[config.mk]
export PLATFORM = sky130hd
export DESIGN_NAME = regfile_writeback
export DESIGN_NICKNAME = d
export VERILOG_FILES = /design/src/rtl/regfile_writeback_pkg.sv /design/src/rtl/regfile_readport.sv /design/src/rtl/regfile_writeback.sv
export SDC_FILE = /design/constraint.sdc
export NUM_CORES = 2
export LEC_CHECK = 0
export ABC_AREA = 1
export CAP_MARGIN = 0
export CORE_AREA = 3 3 416 418
export CTS_CLUSTER_SIZE = 25
export DETAILED_ROUTE_END_ITERATION = 10
export DIE_AREA = 0 0 419 421
export DONT_BUFFER_PORTS = 1
export PLACE_DENSITY_LB_ADDON = 0.08
export RECOVER_POWER = 25
export REMOVE_ABC_BUFFERS = 1
export SKIP_LAST_GASP = 1
export SLEW_MARGIN = 30
export SYNTH_ARGS = -nofsm -noshare
export SYNTH_HDL_FRONTEND = slang
export SYNTH_HIERARCHICAL = 1
export SYNTH_SLANG_ARGS = --single-unit
[constraint.sdc]
create_clock -name clk -period 2 [get_ports clk]
set_clock_uncertainty 0.15 [all_clocks]
set_input_delay 0.3 -clock clk [delete_from_list [all_inputs] [get_ports clk]]
set_output_delay 0.3 -clock clk [all_outputs]
set_load 0.02 [all_outputs]
[src/rtl/regfile_writeback_pkg.sv]
// Shared pipeline constants for the writeback stage and its register file.
package regfile_writeback_pkg;

  localparam int DATA_W_DEFAULT = 32;
  localparam int NUM_REGS       = 32;
  localparam int REG_IDX_W      = 5;

  localparam logic [REG_IDX_W-1:0] ZERO_REG = 5'd0;

endpackage : regfile_writeback_pkg

[src/rtl/regfile_readport.sv]
// One decode read port: register 0 reads zero, and the writeback value is bypassed
// so a same-cycle read sees the value about to be written.
module regfile_readport
  import regfile_writeback_pkg::*;
#(
  parameter int DATA_W = DATA_W_DEFAULT
) (
  input  logic [REG_IDX_W-1:0] ra,
  input  logic [DATA_W-1:0]    storedData,
  input  logic                 bypassEn,
  input  logic [REG_IDX_W-1:0] bypassReg,
  input  logic [DATA_W-1:0]    bypassData,
  output logic [DATA_W-1:0]    rd
);

  always_comb begin
    rd = storedData;
    if (ra == ZERO_REG) begin
      rd = '0;
    end else if (bypassEn && (bypassReg == ra)) begin
      rd = bypassData;
    end
  end

endmodule : regfile_readport

[src/rtl/regfile_writeback.sv]
// Writeback stage: selects the result, commits it to the 32-entry register file
// and counts committed writes; two bypassing read ports serve decode.
module regfile_writeback
  import regfile_writeback_pkg::*;
#(
  parameter int DATA_W = DATA_W_DEFAULT,
  parameter int CNT_W  = 16
) (
  input  logic                 clk,
  input  logic                 rst,
  input  logic                 regWriteW,
  input  logic                 memToRegW,
  input  logic [DATA_W-1:0]    aluOutW,
  input  logic [DATA_W-1:0]    readDataW,
  input  logic [REG_IDX_W-1:0] writeRegW,
  input  logic [REG_IDX_W-1:0] ra1D,
  input  logic [REG_IDX_W-1:0] ra2D,
  output logic [DATA_W-1:0]    rd1D,
  output logic [DATA_W-1:0]    rd2D,
  output logic [DATA_W-1:0]    resultW,
  output logic [CNT_W-1:0]     wbCount
);

  logic [DATA_W-1:0] r_regs [NUM_REGS];
  logic [CNT_W-1:0]  r_wbCount;
  logic [DATA_W-1:0] w_result;
  logic              w_commit;

  assign w_result = memToRegW ? readDataW : aluOutW;
  // Writes aimed at register 0 are dropped entirely, including the count.
  assign w_commit = regWriteW && (writeRegW != ZERO_REG);

  always_ff @(posedge clk or negedge rst) begin
    if (!rst) begin
      for (int i = 0; i < NUM_REGS; i++) begin
        r_regs[i] <= '0;
      end
      r_wbCount <= '0;
    end else if (w_commit) begin
      r_regs[writeRegW] <= w_result;
      r_wbCount         <= r_wbCount + CNT_W'(1);
    end
  end

  regfile_readport #(.DATA_W(DATA_W)) u_readPort1 (
    .ra         (ra1D),
    .storedData (r_regs[ra1D]),
    .bypassEn   (regWriteW),
    .bypassReg  (writeRegW),
    .bypassData (w_result),
    .rd         (rd1D)
  );

  regfile_readport #(.DATA_W(DATA_W)) u_readPort2 (
    .ra         (ra2D),
    .storedData (r_regs[ra2D]),
    .bypassEn   (regWriteW),
    .bypassReg  (writeRegW),
    .bypassData (w_result),
    .rd         (rd2D)
  );

  assign resultW = w_result;
  assign wbCount = r_wbCount;

endmodule : regfile_writeback
==> metrics.md <==
| Metric | Value |
|---|---|
| Cells after Synth | `slightly below 9000` |
| Antenna diodes | `0` |
| Gr ovfl total | `0` |
| Total wire length | `256 mm` |
| Worst Path Arrival | `3.17 ns` |
| Area leader, netlist | `dfrtp_1` |
| Initial core utilization | `between 30% and 40%` |
| Worst vdd ir | `0.592 mV` |
| Wirelength per Cell | `around 23 um` |
| Final min period | `between 3 and 4 ns` |
| Yosys reg bits | `1040` |
| Tightest Pin Transition | `1.89 ns` |
| Crit. End Element | `output pin` |
| Util after Layout | `42.9%` |
| Half-perimeter wire length after placement | `141 mm` |
| Max Slew Vio Count | `404` |
| Routed vias/inst | `5.38` |
| Max_slew headroom | `-25.8%` |
| Most common cell in the netlist | `nand2_1` |
| Dpl ws | `-0.999 ns` |
| Clock slew at reported path FFs | `around 0.06 ns` |
| Setup Total Neg Slack | `-227.12 ns` |
| Core area | `0.169 mm2` |
| Port Buf Inserts | `0` |
| HP Class | `in -> async` |
| Post-synth EDFFs | `0` |
| Synth warn | `6` |
| Crit path launch | `ra2D[0]` |
| Hold slack final | `0.0334 ns` |
| CTS Buffer Depth | `3` |
| DRT Pass-1 Iters | `6` |
| Num CTS Buffers | `131` |
| CP bufs+invs | `6` |
| Antenna violations before repair | `0` |
| Pin count of the biggest net entering global routing | `517` |
| Async S/R FF share, synth | `100%` |
| All-Layer GR Usage | `between 20% and 30%` |
| Most frequent cells after synthesis | `3221 x nand2_1, 1549 x nand3_1, 1080 x nor2_1` |
| PwrDens | `975 mW/mm2` |
| CP delay by family, top | `buffers and inverters` |
| Startpoint Class | `primary input` |
| Io pins | `195` |
| Failing checks | `slew limit, setup timing` |
| Critical Path Most Common Cell | `nand2_1` |
| Reg2reg setup slack | `0.25 ns` |
| Die X | `419 um` |
| Predominant post-synthesis flop cell | `dfrtp_1` |
| Post-synth cell types | `24` |
| Top cells by area, synth | `dfrtp_1 44%, nand2_1 20%, nand3_1 13%, a21oi_1 7.9%, nor2_1 6.9%` |
| CTS tree | `built` |
| Critical-path cell list | `clkinv_16, buf_16, buf_16, buf_12, nand2_1, nand3_1, nand3_1, nand2_1, nand2_1, nand2_1, nand2_1, nand2_2, inv_1, nand2_2, nand2_1, nor2_1, buf_4` |
| Final setup violation count | `564` |
| Final hold violations | `0` |
| Full die area | `between 0.15 and 0.2 mm2` |
| Fill cell count | `17200` |
| Required time worst endpoint | `roughly 1.6 ns` |
| Post-layout worst setup margin | `-1.62 ns` |
| Std-Cell Rows | `151` |
| Initial DRC count | `6282` |
| Synthesized cell area | `0.0592 mm2` |
| Routability-driven placement congestion ratio | `around 0.82` |
| Worst path slowest cell | `clkinv_16` |
| Worst-path maximum fanout | `515` |
| Sequential-to-total area share from yosys stat | `44.0%` |
| Fin nets | `8974` |
| # H-tree levels | `4` |
| LEAKAGE | `about 35 nW` |
| WS Path Type | `in -> out` |
| Total clock sinks | `1040` |
| DR DRC count | `0` |
| Yosys top cell area share | `between 40% and 50%` |
| Layout cell share with drive strength beyond 1 | `a little over an eighth` |
| Fmax achieved | `276 MHz` |
| Clk root buf | `clkbuf_16` |
| Max stage delay on crit path | `a little under 0.4 ns` |
| Max_cap viols | `0` |
| Tcrit/Tclk final | `181%` |
| Antenna Nets Post-Route | `0` |
| Area Overhead vs Synth | `22.9%` |
| Mean area per synthesized cell | `6.66 um2` |
| Outcome | `finished, violations left` |
| Later-pin clock latency in the skew report | `0.77 ns` |
| R2r startpoint | `wbCount[1]` |
| Via count | `60300` |
| Die height | `421 um` |
| Number of global-route vias before repair | `58200` |
| RSZ-0062 raised after global routing | `true` |
| Global-route wire length before repair | `381 mm` |
-- worst paths after layout --
path | depth (start not counted) | end
setup / recovery | 17 | rd2D[25]
hold reg to reg | 0 | r_regs[1006]
min in group clk | 5 | r_regs[169]
max in group asynchronous | 6 | r_regs[79]
setup reg to reg | 7 | wbCount[8]
hold / removal | 2 | r_regs[887]
-- registers in the layout, indices dropped and copies added, names as in the netlist --
register	cells
r_regs	1024
wbCount	16
-- logic make-up (layout without fill, tap and decap cells) --
logic type | after synthesis | count (layout) | synth area share [%]
AND/OR/NAND/NOR | 5916 | 5916 | 41.2
flip-flops | 1040 | 1040 | 44.0
AO/OA/AOI/OAI | 997 | 997 | 8.43
buffers and inverters | 921 | 1021 | 6.26
XOR/XNOR | 10 | 10 | 0.148
adder cells (fa/ha/maj) | 1 | 1 | 0.0211
-- per-layer routing --
| layer | vias up | GRT usage, % | wire [um] |
|---|---|---|---|
| met3 | 447 | 3.52 | 15100 |
| li1 | 28700 | - | - |
| met4 | 0 | 10.8 | 9870 |
| met5 | - | 0 | 0 |
| met2 | 2111 | 45.5 | 117000 |
| met1 | 29100 | 38.9 | 114000 |
-- metrics by stage --
| stage | instance area [um2] | power [mW] | instances |
|---|---|---|---|
| global placement | 65600 | 46.0 | 10900 |
| CTS | 71800 | 71.1 | 11200 |
| detailed placement | 65600 | 46.3 | 10900 |
| global route | 72700 | 75.4 | 11200 |
| floorplan | 56000 | 40.4 | 8108 |
| finish | 72700 | 70.9 | 11200 |
-- worst register-to-register path, stage by stage (launching register included) --
cell and delay [ns]:
dfrtp_1 0.34, ha_1 0.14, inv_1 0.05, nor2_1 0.24, nand3_1 0.17, nor2_1 0.29
nand2_1 0.11, xnor2_1 0.14
-- cells in the final DEF, fill, tap and decap left out, drive strengths merged --
cell type	instances
ha	1
clkbuf	250
nor3	6
dfrtp	1040
nor2	1115
nand2	3238
a21oi	929
inv	150
nand4	3
xor2	6
nand3b	1
bufinv	5
clkinv	28
xnor2	4
nand3	1553
dlygate4sd3	39
buf	543
o21ai	68
bufbuf	6
-- power breakdown --
group	switching (mW)	leakage, nW	internal [mW]
clock	9.81	2.09	13.9
combinational	9.71	19.9	7.49
sequential	3.97	12.6	26.0
-- area by class of cell --
class	instances	area [um2]	share of cell area [%]
tap	2218	2780	3.82
multi-input combinational	6924	30600	42.1
clock buffer	190	3830	5.27
timing repair buffer	648	8400	11.6
inverter	144	631	0.867
sequential	1040	26000	35.8
clock inverter	38	387	0.532
timing repair inverter	1	16.3	0.0224
-- repair_timing --
action / CTS / global route
endpoints found under the hold margin: 578 / 0
hold buffers: 39 / 0
setup endpoints to repair: 211 / 600
setup buffers: 28 / 21
gates cloned: 15 / 18
pin swaps: 216 / 84
gates resized for setup: 264 / 171
Power figures use the tool's default switching activity.
